$ cat src/rtl/instruction_record_table.sv
// instruction_record_table: producer side of the write-hazard record interface.
// Allocates one record per in-flight instruction (slot = instIndex[1:0]),
// accumulates per-element completion and retires records on request.
// At most four instructions are live, so the 3-bit index age compare
// (MSB flip) done by the downstream hazard checkers stays unambiguous.
module instruction_record_table #(
    parameter int unsigned ENTRIES = 4,
    parameter int unsigned MASK_W  = 32
) (
    input  logic                       clock,
    input  logic                       reset,

    input  logic                       alloc_valid,
    output logic                       alloc_ready,
    input  logic                       alloc_vd_valid,
    input  logic [4:0]                 alloc_vd_bits,
    input  logic                       alloc_vs1_valid,
    input  logic [4:0]                 alloc_vs1_bits,
    input  logic [4:0]                 alloc_vs2,
    input  logic                       alloc_gather,
    input  logic                       alloc_gather16,
    input  logic                       alloc_onlyRead,
    output logic [2:0]                 alloc_instIndex,

    input  logic                       progress_valid,
    input  logic [2:0]                 progress_instIndex,
    input  logic [MASK_W-1:0]          progress_mask,

    input  logic                       retire_valid,
    input  logic [2:0]                 retire_instIndex,

    output logic [ENTRIES-1:0]         record_valid,
    output logic [ENTRIES-1:0]         record_vd_valid,
    output logic [ENTRIES*5-1:0]       record_vd_bits,
    output logic [ENTRIES-1:0]         record_vs1_valid,
    output logic [ENTRIES*5-1:0]       record_vs1_bits,
    output logic [ENTRIES*5-1:0]       record_vs2,
    output logic [ENTRIES*3-1:0]       record_instIndex,
    output logic [ENTRIES-1:0]         record_gather,
    output logic [ENTRIES-1:0]         record_gather16,
    output logic [ENTRIES-1:0]         record_onlyRead,
    output logic [ENTRIES*MASK_W-1:0]  record_elementMask,
    output logic [2:0]                 occupancy,
    output logic                       protocol_error
);

    localparam int unsigned REG_W  = 5;
    localparam int unsigned IDX_W  = 3;
    localparam int unsigned SLOT_W = 2;
    localparam int unsigned OCC_W  = 3;

    // Static description of one in-flight instruction.
    typedef struct packed {
        logic             vd_valid;
        logic [REG_W-1:0] vd_bits;
        logic             vs1_valid;
        logic [REG_W-1:0] vs1_bits;
        logic [REG_W-1:0] vs2;
        logic [IDX_W-1:0] inst_idx;
        logic             gather;
        logic             gather16;
        logic             only_read;
    } rec_t;

    rec_t [ENTRIES-1:0]              rec_q, rec_d;
    logic [ENTRIES-1:0][MASK_W-1:0]  mask_q, mask_d;
    logic [ENTRIES-1:0]              valid_q, valid_d;
    logic [IDX_W-1:0]                next_idx_q, next_idx_d;
    logic [OCC_W-1:0]                occ_q, occ_d;
    logic                            err_q, err_d;

    logic [SLOT_W-1:0]               alloc_slot;
    logic [SLOT_W-1:0]               prog_slot;
    logic [SLOT_W-1:0]               ret_slot;
    logic                            alloc_fire;
    logic                            prog_hit;
    logic                            ret_hit;
    logic                            prog_apply;

    // Request decode: a request only hits a live record carrying the same index.
    always_comb begin
        alloc_slot = next_idx_q[SLOT_W-1:0];
        prog_slot  = progress_instIndex[SLOT_W-1:0];
        ret_slot   = retire_instIndex[SLOT_W-1:0];
        // Ready comes from registered state only; a same-cycle retire does not bypass.
        alloc_fire = alloc_valid & ~valid_q[alloc_slot];
        prog_hit   = progress_valid & valid_q[prog_slot]
                   & (rec_q[prog_slot].inst_idx == progress_instIndex);
        ret_hit    = retire_valid & valid_q[ret_slot]
                   & (rec_q[ret_slot].inst_idx == retire_instIndex);
        // Retire of the same record wins over its progress update.
        prog_apply = prog_hit & ~(ret_hit & (ret_slot == prog_slot));
    end

    // Next-state: progress, retire and alloc touch disjoint slots when all fire.
    always_comb begin
        rec_d      = rec_q;
        mask_d     = mask_q;
        valid_d    = valid_q;
        next_idx_d = next_idx_q;
        occ_d      = occ_q;
        err_d      = err_q;

        if (prog_apply) begin
            mask_d[prog_slot] = mask_q[prog_slot] | progress_mask;
        end

        // Retired records keep their fields and mask; only valid drops.
        if (ret_hit) begin
            valid_d[ret_slot] = 1'b0;
        end

        if (alloc_fire) begin
            rec_d[alloc_slot].vd_valid  = alloc_vd_valid;
            rec_d[alloc_slot].vd_bits   = alloc_vd_bits;
            rec_d[alloc_slot].vs1_valid = alloc_vs1_valid;
            rec_d[alloc_slot].vs1_bits  = alloc_vs1_bits;
            rec_d[alloc_slot].vs2       = alloc_vs2;
            rec_d[alloc_slot].inst_idx  = next_idx_q;
            rec_d[alloc_slot].gather    = alloc_gather;
            rec_d[alloc_slot].gather16  = alloc_gather16;
            rec_d[alloc_slot].only_read = alloc_onlyRead;
            mask_d[alloc_slot]          = '0;
            valid_d[alloc_slot]         = 1'b1;
            next_idx_d                  = next_idx_q + IDX_W'(1);
        end

        occ_d = occ_q + OCC_W'(alloc_fire) - OCC_W'(ret_hit);

        // Sticky: any progress or retire that names no live record.
        if ((progress_valid & ~prog_hit) | (retire_valid & ~ret_hit)) begin
            err_d = 1'b1;
        end
    end

    // State registers with immediate clear on reset.
    always_ff @(posedge clock or posedge reset) begin
        if (reset) begin
            rec_q      <= '0;
            mask_q     <= '0;
            valid_q    <= '0;
            next_idx_q <= '0;
            occ_q      <= '0;
            err_q      <= 1'b0;
        end else begin
            rec_q      <= rec_d;
            mask_q     <= mask_d;
            valid_q    <= valid_d;
            next_idx_q <= next_idx_d;
            occ_q      <= occ_d;
            err_q      <= err_d;
        end
    end

    assign alloc_ready     = ~valid_q[alloc_slot];
    assign alloc_instIndex = next_idx_q;
    assign record_valid    = valid_q;
    assign occupancy       = occ_q;
    assign protocol_error  = err_q;

    // Flatten per-slot records onto the checker-facing buses, slot 0 in LSBs.
    for (genvar g = 0; g < ENTRIES; g++) begin : g_slot
        assign record_vd_valid[g]                      = rec_q[g].vd_valid;
        assign record_vd_bits[g*REG_W +: REG_W]        = rec_q[g].vd_bits;
        assign record_vs1_valid[g]                     = rec_q[g].vs1_valid;
        assign record_vs1_bits[g*REG_W +: REG_W]       = rec_q[g].vs1_bits;
        assign record_vs2[g*REG_W +: REG_W]            = rec_q[g].vs2;
        assign record_instIndex[g*IDX_W +: IDX_W]      = rec_q[g].inst_idx;
        assign record_gather[g]                        = rec_q[g].gather;
        assign record_gather16[g]                      = rec_q[g].gather16;
        assign record_onlyRead[g]                      = rec_q[g].only_read;
        assign record_elementMask[g*MASK_W +: MASK_W]  = mask_q[g];
    end

endmodule

$ cat config.mk
export PLATFORM = sky130hd
export DESIGN_NAME = instruction_record_table
export DESIGN_NICKNAME = d
export VERILOG_FILES = /design/src/rtl/instruction_record_table.sv
export SDC_FILE = /design/constraint.sdc
export NUM_CORES = 1
export LEC_CHECK = 0
export ABC_AREA = 1
export ABC_CLOCK_PERIOD_IN_PS = 7800
export CORE_MARGIN = 5
export CORE_UTILIZATION = 40
export DETAILED_ROUTE_END_ITERATION = 8
export PLACE_DENSITY = 0.8
export SYNTH_ARGS = -nofsm -noshare
export SYNTH_HDL_FRONTEND = slang
export SYNTH_SLANG_ARGS = --single-unit
$ cat constraint.sdc
create_clock -name clock -period 7.8 [get_ports clock]
set_input_delay 1.17 -clock clock [delete_from_list [all_inputs] [get_ports clock]]
set_output_delay 1.17 -clock clock [all_outputs]
set_load 0.05 [all_outputs]
==> results by group <==
Worst hold path
  – Hold crit path type: reg -> reg
  – Depth of the worst hold-timing path: 2
  – Worst Hold End: record_vs1_bits[6]
  – Worst Min Path Start: record_vs1_bits[6]

STA
  – Final Worst Setup Slack: 3.46 ns
  – Final hold violation count: 0
  – Slew Limit Headroom: 26.6%
  – Slew Limit Fails: 0
  – Actual transition at the worst max-transition pin: 1.10 ns
  – Clock skew after layout: 0.0111 ns
  – Total Negative Setup Slacks: 0 ns
  – Setup-violating endpoint count in the final report: 0
  – Post-route clock period utilization: 55.6%
  – RSZ-0062 raised after global routing: no
  – Highest attainable clock frequency: 0.231 GHz
  – Time the final worst path needs with I/O delays and setup: 4.34 ns

Pwr
  – Pwr dens: 502 nW/um2
  – Power dissipated by switching net loads: 3910 uW
  – Worst IR drop on VDD: 0.000372 V
  – Total internal power: 3810 uW
  – Reg power frac: 28.1%
  – Switching portion of total power: 50.7%
  – Combinational share of power: 56.3%
  – Clock Power Share: 15.6%
  – Leakage power summed over all cells: 0.00713 uW

Detailed routing
  – Post-route DRC violation count: 0
  – Via total after detailed routing: 11083
  – Violation count after the first detailed-routing iteration: 1032
  – Routed length per instance: 17.9 um
  – Post-detailed-route via-to-cell ratio: 5.23
  – Final Routed Wirelength: 37.9 mm
  – ANT nets after route: 0
  – Pre-Repair DR Iteration Count: 6

Placed design
  – Final weighted congestion in routability-driven placement: 0.825
  – Number of port buffers: 294
  – Pre-CTS setup slack: 2.98 ns
  – HPWL after DPL: 24.7 mm
  – Placement-stage cell area: 14600 um2

Floorplan
  – Core footprint: 28600 um2
  – I/O pin count: 295
  – Die ar.: 32400 um2
  – Std-Cell Rows: 62
  – Die Ht: 180 um
  – Horizontal die dimension: 180 um
  – Starting density of the core: 40.3%

Logic synthesis
  – Post-synthesis cell type with the largest combined area: dfrtp_1
  – Avg Inst Size Synth: 7.75 um2
  – Async set-reset flop share out of synthesis: 100%
  – Sequential element share of the synthesized area: 50.1%
  – Total of flip-flops plus latches after synthesis: 231
  – Most common cell in the synthesized netlist: nand2_1
  – Top cells by instance count after synthesis: nand2_1, dfrtp_1, inv_1, nor2_1, nand3_1
  – Top flip-flop cell by instance count after synthesis: dfrtp_1
  – Number of synthesized flops with an enable pin: 0
  – Fraction of synthesized cell area taken by the top area cell type: 50.1%
  – Post-Synthesis Cells: 1489
  – Net count of the mapped netlist: 1559
  – Netlist cell types: 31
  – Largest cells by area after synthesis: dfrtp_1, nand2_1, nand3_1
  – Cell area after technology mapping: 11500 um2
  – Warnings from Yosys: 0

Clocking
  – Clock root cell: clkbuf_16
  – Post_cts resized: 0
  – Clock H-tree levels: 1
  – Clock sinks: 231
  – Number of buffers inserted for hold repair after clock tree synthesis: 0
  – Post CTS Setup Buffer Count: 0
  – Clock-pin transition on the worst setup and hold timing paths: 0.06 ns
  – Maximum root-to-sink buffer count: 3
  – Number of buffers added by the clock tree synthesis step: 26
  – TritonCTS clock tree: done
  – Clock latency at the later pin of the worst-skew pair: 0.53 ns

Worst setup path
  – CP Buf/Inv Count: 3
  – Register-to-Register Path Depth: 9
  – Required time worst endpoint: 8.21 ns
  – Worst Path Max Fanout: 169
  – Signal arrival time at the worst endpoint: 4.75 ns
  – Top Family by Delay on Critical Path: buffers and inverters
  – Kind of start point of the critical path: primary input
  – Capturing point of the worst reg2reg path: record_elementMask[20]
  – Critical Path Max Stage Delay: 0.74 ns
  – Endpoint kind of the worst setup timing path: register
  – Critical path cell sequence: clkdlybuf4s50_1 > inv_2 > nand2_2 > nor2_1 > nor2_1 > nand2_1 > nand2_1 > nor2_4 > buf_12 > nand3_1 > nand2_1 > nor2_1
  – Reg-to-Reg Start: record_instIndex[1]
  – Critical path class: in -> reg
  – Flop2flop setup slack: 4.85 ns
  – Crit-path slowest cell: clkdlybuf4s50_1

Final layout
  – Finished Cell Area: 15400 um2
  – Final core utilization: 53.7%
  – Layout Nets: 1790
  – Area overhead of the layout relative to synthesis: 33.2%
  – Number of inserted diodes: 0
  – Fraction of final layout cells with drive strength greater than 1: 4.50%

Global routing
  – Pin count of the biggest net entering global routing: 170
  – Initial antenna violation count: 1
  – Global-route wire length before repair: 60.8 mm
  – Global-route total usage across every layer: 22.8%
  – Number of global-route vias before repair: 10962
  – Residual overflow from global routing: 0

Flow run
  – Max-cap violations: 0

Status
  – Status: completed
## stage by stage
| step | hold WS (ns) | power [uW] | instances |
|---|---|---|---|
| detailed placement | 0.457 | 6540 | 2076 |
| CTS | 0.472 | 7770 | 2119 |
| finish | 0.471 | 7720 | 2119 |
| global route | 0.489 | 8140 | 2119 |
| floorplan | 0.751 | 4990 | 1489 |
| global placement | 0.449 | 6450 | 2076 |
## worst max-delay path by stage
stage / startpoint / endpoint / slack (ns) / cells after the start
floorplan: reset / alloc_instIndex[0] / 0.30 / 1
detailed placement: progress_instIndex[0] / record_elementMask[45] / 2.98 / 11
CTS: progress_instIndex[0] / record_elementMask[45] / 3.54 / 11
global placement: progress_instIndex[0] / record_elementMask[116] / 3.06 / 9
global route: progress_instIndex[0] / record_elementMask[16] / 3.19 / 12
finish: progress_instIndex[0] / record_elementMask[14] / 3.46 / 12
## area by class of cell
class                   count  area (um2)
multi-input cells         969        4550
well taps                 384         480
inverters                 187         709
clock buffers              38         777
flip-flops and latches    231        5780
clock inverters             5        50.0
repair buffers            305        3040
fillers                  2559       13200
## routing by layer
layer	global-route usage (%)	share of wire, %	routed length (um)
met1	28.7	39	14900
met2	37.3	47	17700
met3	7.90	11	4180
met4	6.83	2.9	1100
met5	0	0.018	7
## state kept, by name, summed over array words and instances, names as in the netlist
signal / count
record_elementMask: 128
record_vd_bits: 20
record_vs1_bits: 20
record_vs2: 20
record_instIndex: 12
record_gather16: 4
record_gather: 4
record_onlyRead: 4
record_valid: 4
record_vd_valid: 4
record_vs1_valid: 4
alloc_instIndex: 3
occupancy: 3
protocol_error: 1
## power by group through the flow
stage	clock network (uW)	registers [uW]	logic (uW)
6_report	1200	2170	4350
4_1_cts	1230	2170	4380
3_5_place_dp	0	2170	4360
2_1_floorplan	0	4000	985
3_3_place_gp	0	2150	4300
5_1_grt	1290	2240	4610
## cell usage in the layout (no fill, tap or decap), types with 8 or more instances in the layout
| cell | netlist | layout |
|---|---|---|
| nand2_1 | 332 | 330 |
| clkdlybuf4s50_1 | 0 | 294 |
| dfrtp_1 | 231 | 231 |
| inv_1 | 181 | 179 |
| nor2_1 | 151 | 151 |
| nand3_1 | 147 | 147 |
| a21oi_1 | 139 | 139 |
| o21ai_0 | 72 | 72 |
| clkbuf_16 | 0 | 27 |
| o21ai_1 | 26 | 26 |
| nand4_1 | 25 | 25 |
| o21a_1 | 23 | 23 |
| a31oi_1 | 11 | 11 |
| nand3_2 | 11 | 10 |
| buf_4 | 4 | 10 |
| o22ai_1 | 8 | 8 |
## worst reg2reg max path, stage by stage (launching register included)
cell and delay, ns:
dfrtp_1 0.44, nor2_1 0.20, nand2_1 0.08, nand2_1 0.07, nor2_1 0.05, nor2_1 0.21
nand3_4 0.61, buf_4 0.68, a21oi_1 0.43, nor2_1 0.07
## cells by family (layout without fill, tap and decap cells)
group                      after synthesis  in the layout  synth area share (%)
xor gates and xnor gates                 5              5                 0.379
buffers and inverters                  289            535                  10.7
and+or+nand+nor                        675            675                  25.0
adders and majority gates                7              7                 0.824
AOI/OAI and AO/OA                      282            282                  13.0
DFF                                    231            231                  50.1
(Power assumes the default switching activity.)
